<file path="config.mk">
export PLATFORM = sky130hd
export DESIGN_NAME = sincos_sweep
export DESIGN_NICKNAME = d
export VERILOG_FILES = /design/src/rtl/sincos_pkg.sv /design/src/rtl/valid_delay_line.sv /design/src/rtl/sincos_sweep.sv
export SDC_FILE = /design/constraint.sdc
export NUM_CORES = 1
export LEC_CHECK = 0
export CAP_MARGIN = 20
export CORE_MARGIN = 4
export CORE_UTILIZATION = 60
export CTS_CLUSTER_SIZE = 25
export DETAILED_ROUTE_END_ITERATION = 7
export PLACE_DENSITY = 0.92
export SKIP_LAST_GASP = 1
export SLEW_MARGIN = 25
export SYNTH_ARGS = -nofsm -noshare
export SYNTH_HDL_FRONTEND = slang
export SYNTH_SLANG_ARGS = --single-unit
</file>
<file path="constraint.sdc">
create_clock -name clk -period 5.08 [get_ports clk]
set_input_delay 1.016 -clock clk [delete_from_list [all_inputs] [get_ports clk]]
set_output_delay 1.016 -clock clk [all_outputs]
set_load 0.01 [all_outputs]
</file>
<file path="src/rtl/sincos_pkg.sv">
// Shared constants, FSM state type and phase helpers for the sin/cos angle sweep.
// The sin pipeline wrapper also uses these.
package sincos_pkg;

  localparam int W                   = 27;
  localparam int DEFAULT_SIN_LATENCY = 20;

  // Angles are Q.8 fixed point, so PI is 3.14159 * 256.
  localparam int PI      = 804;
  localparam int HALF_PI = 402;
  localparam int TWO_PI  = 1608;

  localparam logic signed [W-1:0] PI_N      = W'(PI);
  localparam logic signed [W-1:0] HALF_PI_N = W'(HALF_PI);
  localparam logic signed [W:0]   PI_X      = (W+1)'(PI);
  localparam logic signed [W:0]   TWO_PI_X  = (W+1)'(TWO_PI);

  typedef enum logic [1:0] {
    IDLE,
    RUN,
    DRAIN
  } sweep_state_t;

  // The operand range checks keep every sum within one period of [-PI, PI),
  // so a single correction always brings it back into range.
  function automatic logic signed [W-1:0] wrap_phase(input logic signed [W:0] x);
    logic signed [W:0] r;
    if (x >= PI_X)
      r = x - TWO_PI_X;
    else if (x < -PI_X)
      r = x + TWO_PI_X;
    else
      r = x;
    return r[W-1:0];
  endfunction

  function automatic logic signed [W-1:0] add_wrap(input logic signed [W-1:0] a,
                                                   input logic signed [W-1:0] b);
    logic signed [W:0] s;
    s = {a[W-1], a} + {b[W-1], b};
    return wrap_phase(s);
  endfunction

  function automatic logic in_range(input logic signed [W-1:0] x);
    return (x >= -PI_N) && (x < PI_N);
  endfunction

endpackage

</file>
<file path="src/rtl/valid_delay_line.sv">
// Fixed-depth shift register for sideband flags that must stay aligned with
// the sin pipeline. It shifts every cycle and is cleared by the async reset.
module valid_delay_line #(
  parameter int DEPTH = 20,
  parameter int WIDTH = 2
) (
  input  logic             clk,
  input  logic             rst_n,
  input  logic [WIDTH-1:0] din,
  output logic [WIDTH-1:0] dout
);

  logic [WIDTH-1:0] stage [DEPTH];

  always_ff @(posedge clk or negedge rst_n) begin
    if (!rst_n) begin
      for (int i = 0; i < DEPTH; i++)
        stage[i] <= '0;
    end else begin
      stage[0] <= din;
      for (int i = 1; i < DEPTH; i++)
        stage[i] <= stage[i-1];
    end
  end

  assign dout = stage[DEPTH-1];

endmodule

</file>
<file path="src/rtl/sincos_sweep.sv">
// Swept-phase generator that feeds a sin/cos pair of sin pipelines and tracks
// sample validity through the fixed pipeline latency. Angle width comes from sincos_pkg.
module sincos_sweep
  import sincos_pkg::*;
#(
  parameter int N_W         = 16,
  parameter int SIN_LATENCY = DEFAULT_SIN_LATENCY
) (
  input  logic                clk,
  input  logic                rst,
  input  logic                start,
  input  logic signed [W-1:0] phase_start,
  input  logic signed [W-1:0] phase_step,
  input  logic [N_W-1:0]      num_samples,
  output logic                sin_en,
  output logic signed [W-1:0] angle_sin,
  output logic signed [W-1:0] angle_cos,
  output logic                angle_valid,
  output logic                result_valid,
  output logic                result_last,
  output logic                busy,
  output logic                done,
  output logic                err
);

  sweep_state_t state, state_next;

  logic signed [W-1:0] phase;
  logic signed [W-1:0] step;
  logic [N_W-1:0]      remaining;
  logic                angle_last;
  logic                done_zero;
  logic                accept;
  logic                reject;
  logic                zero_req;
  logic [1:0]          flags_out;

  always_ff @(posedge clk or negedge rst) begin
    if (!rst)
      state <= IDLE;
    else
      state <= state_next;
  end

  // A start is only looked at in IDLE; DRAIN leaves once the final sample
  // has emerged from the sin pipeline.
  always_comb begin
    state_next = state;
    accept     = 1'b0;
    reject     = 1'b0;
    zero_req   = 1'b0;
    case (state)
      IDLE: begin
        if (start) begin
          if (!in_range(phase_start) || !in_range(phase_step)) begin
            reject = 1'b1;
          end else if (num_samples == '0) begin
            zero_req = 1'b1;
          end else begin
            accept     = 1'b1;
            state_next = (num_samples == N_W'(1)) ? DRAIN : RUN;
          end
        end
      end
      RUN: begin
        if (remaining == N_W'(1))
          state_next = DRAIN;
      end
      DRAIN: begin
        if (result_last)
          state_next = IDLE;
      end
      default: state_next = IDLE;
    endcase
  end

  // The first sample is emitted on the accepting edge so it appears the
  // cycle after start; RUN then emits the rest back-to-back.
  always_ff @(posedge clk or negedge rst) begin
    if (!rst) begin
      sin_en      <= 1'b0;
      angle_sin   <= '0;
      angle_cos   <= '0;
      angle_valid <= 1'b0;
      angle_last  <= 1'b0;
      phase       <= '0;
      step        <= '0;
      remaining   <= '0;
      err         <= 1'b0;
      done_zero   <= 1'b0;
    end else begin
      sin_en      <= 1'b1;
      err         <= reject;
      done_zero   <= zero_req;
      angle_valid <= 1'b0;
      angle_last  <= 1'b0;
      if (accept) begin
        angle_sin   <= phase_start;
        angle_cos   <= add_wrap(phase_start, HALF_PI_N);
        angle_valid <= 1'b1;
        angle_last  <= (num_samples == N_W'(1));
        phase       <= add_wrap(phase_start, phase_step);
        step        <= phase_step;
        remaining   <= num_samples - N_W'(1);
      end else if (state == RUN) begin
        angle_sin   <= phase;
        angle_cos   <= add_wrap(phase, HALF_PI_N);
        angle_valid <= 1'b1;
        angle_last  <= (remaining == N_W'(1));
        phase       <= add_wrap(phase, step);
        remaining   <= remaining - N_W'(1);
      end
    end
  end

  valid_delay_line #(
    .DEPTH (SIN_LATENCY),
    .WIDTH (2)
  ) u_flag_delay (
    .clk   (clk),
    .rst_n (rst),
    .din   ({angle_valid, angle_last}),
    .dout  (flags_out)
  );

  assign result_valid = flags_out[1];
  assign result_last  = flags_out[0];

  assign busy = (state != IDLE);
  assign done = done_zero | ((state == DRAIN) && result_last);

endmodule

</file>
==> results_dict.tcl, run 1 <==
set metrics [dict create \
    status "finished, final reports clean" \
    worstPathMaxFanout 5 \
    synth_cell_types 110 \
    gp_congestion 1.02 \
    final_antenna_net_count 0 \
    dieArea_um2 29300 \
    path_clk_slew_ps 80 \
    setup_viol 0 \
    cts_setup_buffers 0 \
    route.met3.wl_mm 5.46 \
    avgSynthCellArea_um2 8.07 \
    grt_first_pass_wirelength_mm 90.1 \
    place_inst 2523 \
    die_w_um 171 \
    drc 0 \
    period_share 0.955 \
    grt_pass1_vias 16900 \
    cts_tree "yes" \
    critPathRequiredTime_ps 5360 \
    grt_overflow 0 \
    pin_count 134 \
    nets 2355 \
    vias 18000 \
    yosysSeqAreaShare 0.266 \
    portBuffers 133 \
    route.layer.met1.wl_mm 22.5 \
    synth_ff_type "dfrtp_1" \
    ir_drop_mv 0.243 \
    whs_ps 347 \
    synth_edf_count 0 \
    num_rows 59 \
    report.final.slew_viol_count 0 \
    maxUsedRoutingLayer "met4" \
    setup_slack_ps 231 \
    cts_resized 0 \
    rsz0062_at_grt "no" \
    cts_sinks 170 \
    start_kind "input port" \
    final_cell_mix "nand2_1, buf_4, dfrtp_1" \
    power.leakage_nw 8.25 \
    final_hold_viol_count 0 \
    fillCellCount 2001 \
    drive_above_1_share 0.130 \
    tightest_slew_ps 1110 \
    cts_hold_buf 0 \
    grt.total_usage 0.382 \
    ys_ff_latch 170 \
    hpwl_mm 44.1 \
    coreArea_um2 26100 \
    post_drt_wl_per_cell_um 22.5 \
    start_util 0.612 \
    drtIter0Drc 2290 \
    synth_nets 2128 \
    detail_route.first_pass.iterations 8 \
    cts-htree-levels 4 \
    placed_area_um2 18700 \
    fmax_mhz 206 \
    worst_ep_arrival_time_ps 5130 \
    clock_skew_ps 18.5 \
    area_growth_syn_to_layout_pct 20.8 \
    wl_mm 57.5 \
    yosysWarningCount 0 \
    maxCapViolCount 0 \
    via_per_inst 7.03 \
    hp-class "flop to flop" \
    syn_inst 1980 \
    clkLatencyLatePin_ps 450 \
    syn_area_um2 16000 \
    antenna_found_initial 0 \
    fin_crit_ps 4850 \
    power_density_nw_per_um2 190 \
    wl_met2_mm 26.0 \
    async_flop_share 1.00 \
    layout_commonest_cell "nand2_1" \
    worstSetupPathType "input port to flop" \
    stdcell_area_um2 19300 \
    cts_made_buffers 17 \
    cp-end-kind "flop" \
    grt_max_degree 160 \
    stdcell_count 2556 \
    pre_cts_ws_ps -143 \
    utilization 0.739 \
    cts_buffer_depth 2 \
    die_y_um 171 \
    relSlewSlack 0.256 \
    cts_root_buf "clkbuf_16" \
]
-- stage by stage --
| step | TNS [ps] | power [mW] |
|---|---|---|
| global placement | -8.25 | 2.27 |
| floorplan | 0 | 1.85 |
| finish | 0 | 3.67 |
| detailed placement | -510 | 2.28 |
| global route | 0 | 3.80 |
| CTS | 0 | 3.65 |
-- cell type report --
cell class / instances / area, um^2 / share of cell area
antenna: 1 / 2.50 / 0.000130
clock buffer: 17 / 425 / 0.0220
tap: 335 / 419 / 0.0217
inverter: 47 / 176 / 0.00914
sequential: 170 / 4250 / 0.220
timing repair buffer: 312 / 2700 / 0.140
multi-input combinational: 1659 / 11100 / 0.576
clock inverter: 15 / 206 / 0.0107
-- logic make-up (layout without fill, tap and decap cells) --
family | Yosys count | after routing | synth area share
AO/OA/AOI/OAI | 651 | 651 | 0.293
XOR/XNOR | 126 | 126 | 0.0690
adder cells (fa/ha/maj) | 75 | 75 | 0.0596
buffers and inverters | 151 | 391 | 0.0409
flip-flops | 170 | 170 | 0.266
multiplexers | 20 | 20 | 0.0127
other | 1 | 2 | 0.000235
AND/OR/NAND/NOR | 786 | 786 | 0.259
-- layer usage --
metal | vias up | GRT usage
li1 | 8035 | -
met2 | 1172 | 0.618
met5 | - | 0
met4 | 0 | 0.189
met3 | 263 | 0.0556
met1 | 8487 | 0.503
-- final timing paths --
kind                                   startpoint                endpoint  slack [ps]  depth (start not counted)
setup / recovery                    phase_step[0]               phase[18]         230                         15
setup reg to reg                         phase[1]                phase[3]         310                         13
hold reg to reg            u_flag_delay.stage[19]  u_flag_delay.stage[17]         350                          0
max in group asynchronous                     rst               phase[26]        3620                          2
min in group asynchronous                     rst                step[10]         370                          1
hold / removal             u_flag_delay.stage[19]  u_flag_delay.stage[17]         350                          0
-- critical path, stage by stage --
cell	delay, ps
clkdlybuf4s50_1	500
ha_1	200
inv_1	60
fa_1	440
nand2b_1	240
a21boi_1	250
o211ai_1	200
and2_1	210
o311a_1	380
a2111oi_2	360
nand4b_1	300
o2111ai_1	360
a211oi_1	120
a311oi_1	320
o21ai_0	160
-- flip-flops by register name, indices dropped and copies added (netlist names) --
register	flops
angle_cos	26
remaining	16
done_zero	1
angle_sin	27
angle_valid	1
step	27
err	1
sin_en	1
u_flag_delay.stage	38
state	2
phase	27
u_flag_delay.dout	2
angle_last	1
-- where the power goes --
| part | switching, mW | leakage [nW] | internal (mW) | total [mW] |
|---|---|---|---|---|
| logic | 0.517 | 5.83 | 0.407 | 0.924 |
| clock network | 0.709 | 0.304 | 0.684 | 1.39 |
| registers | 0.000180 | 2.11 | 1.35 | 1.35 |
-- cell usage after synthesis, types with 50 or more instances --
cell type  number  area share
a21oi_1       111       0.035
clkbuf_1       60       0.014
dfrtp_1       170        0.27
ha_1           73       0.057
nand2_1       213       0.050
nand3_1        51       0.016
nand4_1        50       0.020
nor2_1        147       0.035
nor3_1         66       0.021
o21ai_0       111       0.035
xnor2_1        79       0.043
(Power assumes the default switching activity.)
==> run 2: changes to the inputs <==
--- a/config.mk
+++ b/config.mk
@@ -8,7 +8,7 @@
 export CAP_MARGIN = 20
 export CORE_MARGIN = 4
 export CORE_UTILIZATION = 60
-export CTS_CLUSTER_SIZE = 25
+export CTS_CLUSTER_SIZE = 8
 export DETAILED_ROUTE_END_ITERATION = 7
 export PLACE_DENSITY = 0.92
 export SKIP_LAST_GASP = 1
==> results of run 2 <==
The final DEF is identical to that of run 1; final timing and power are the same.
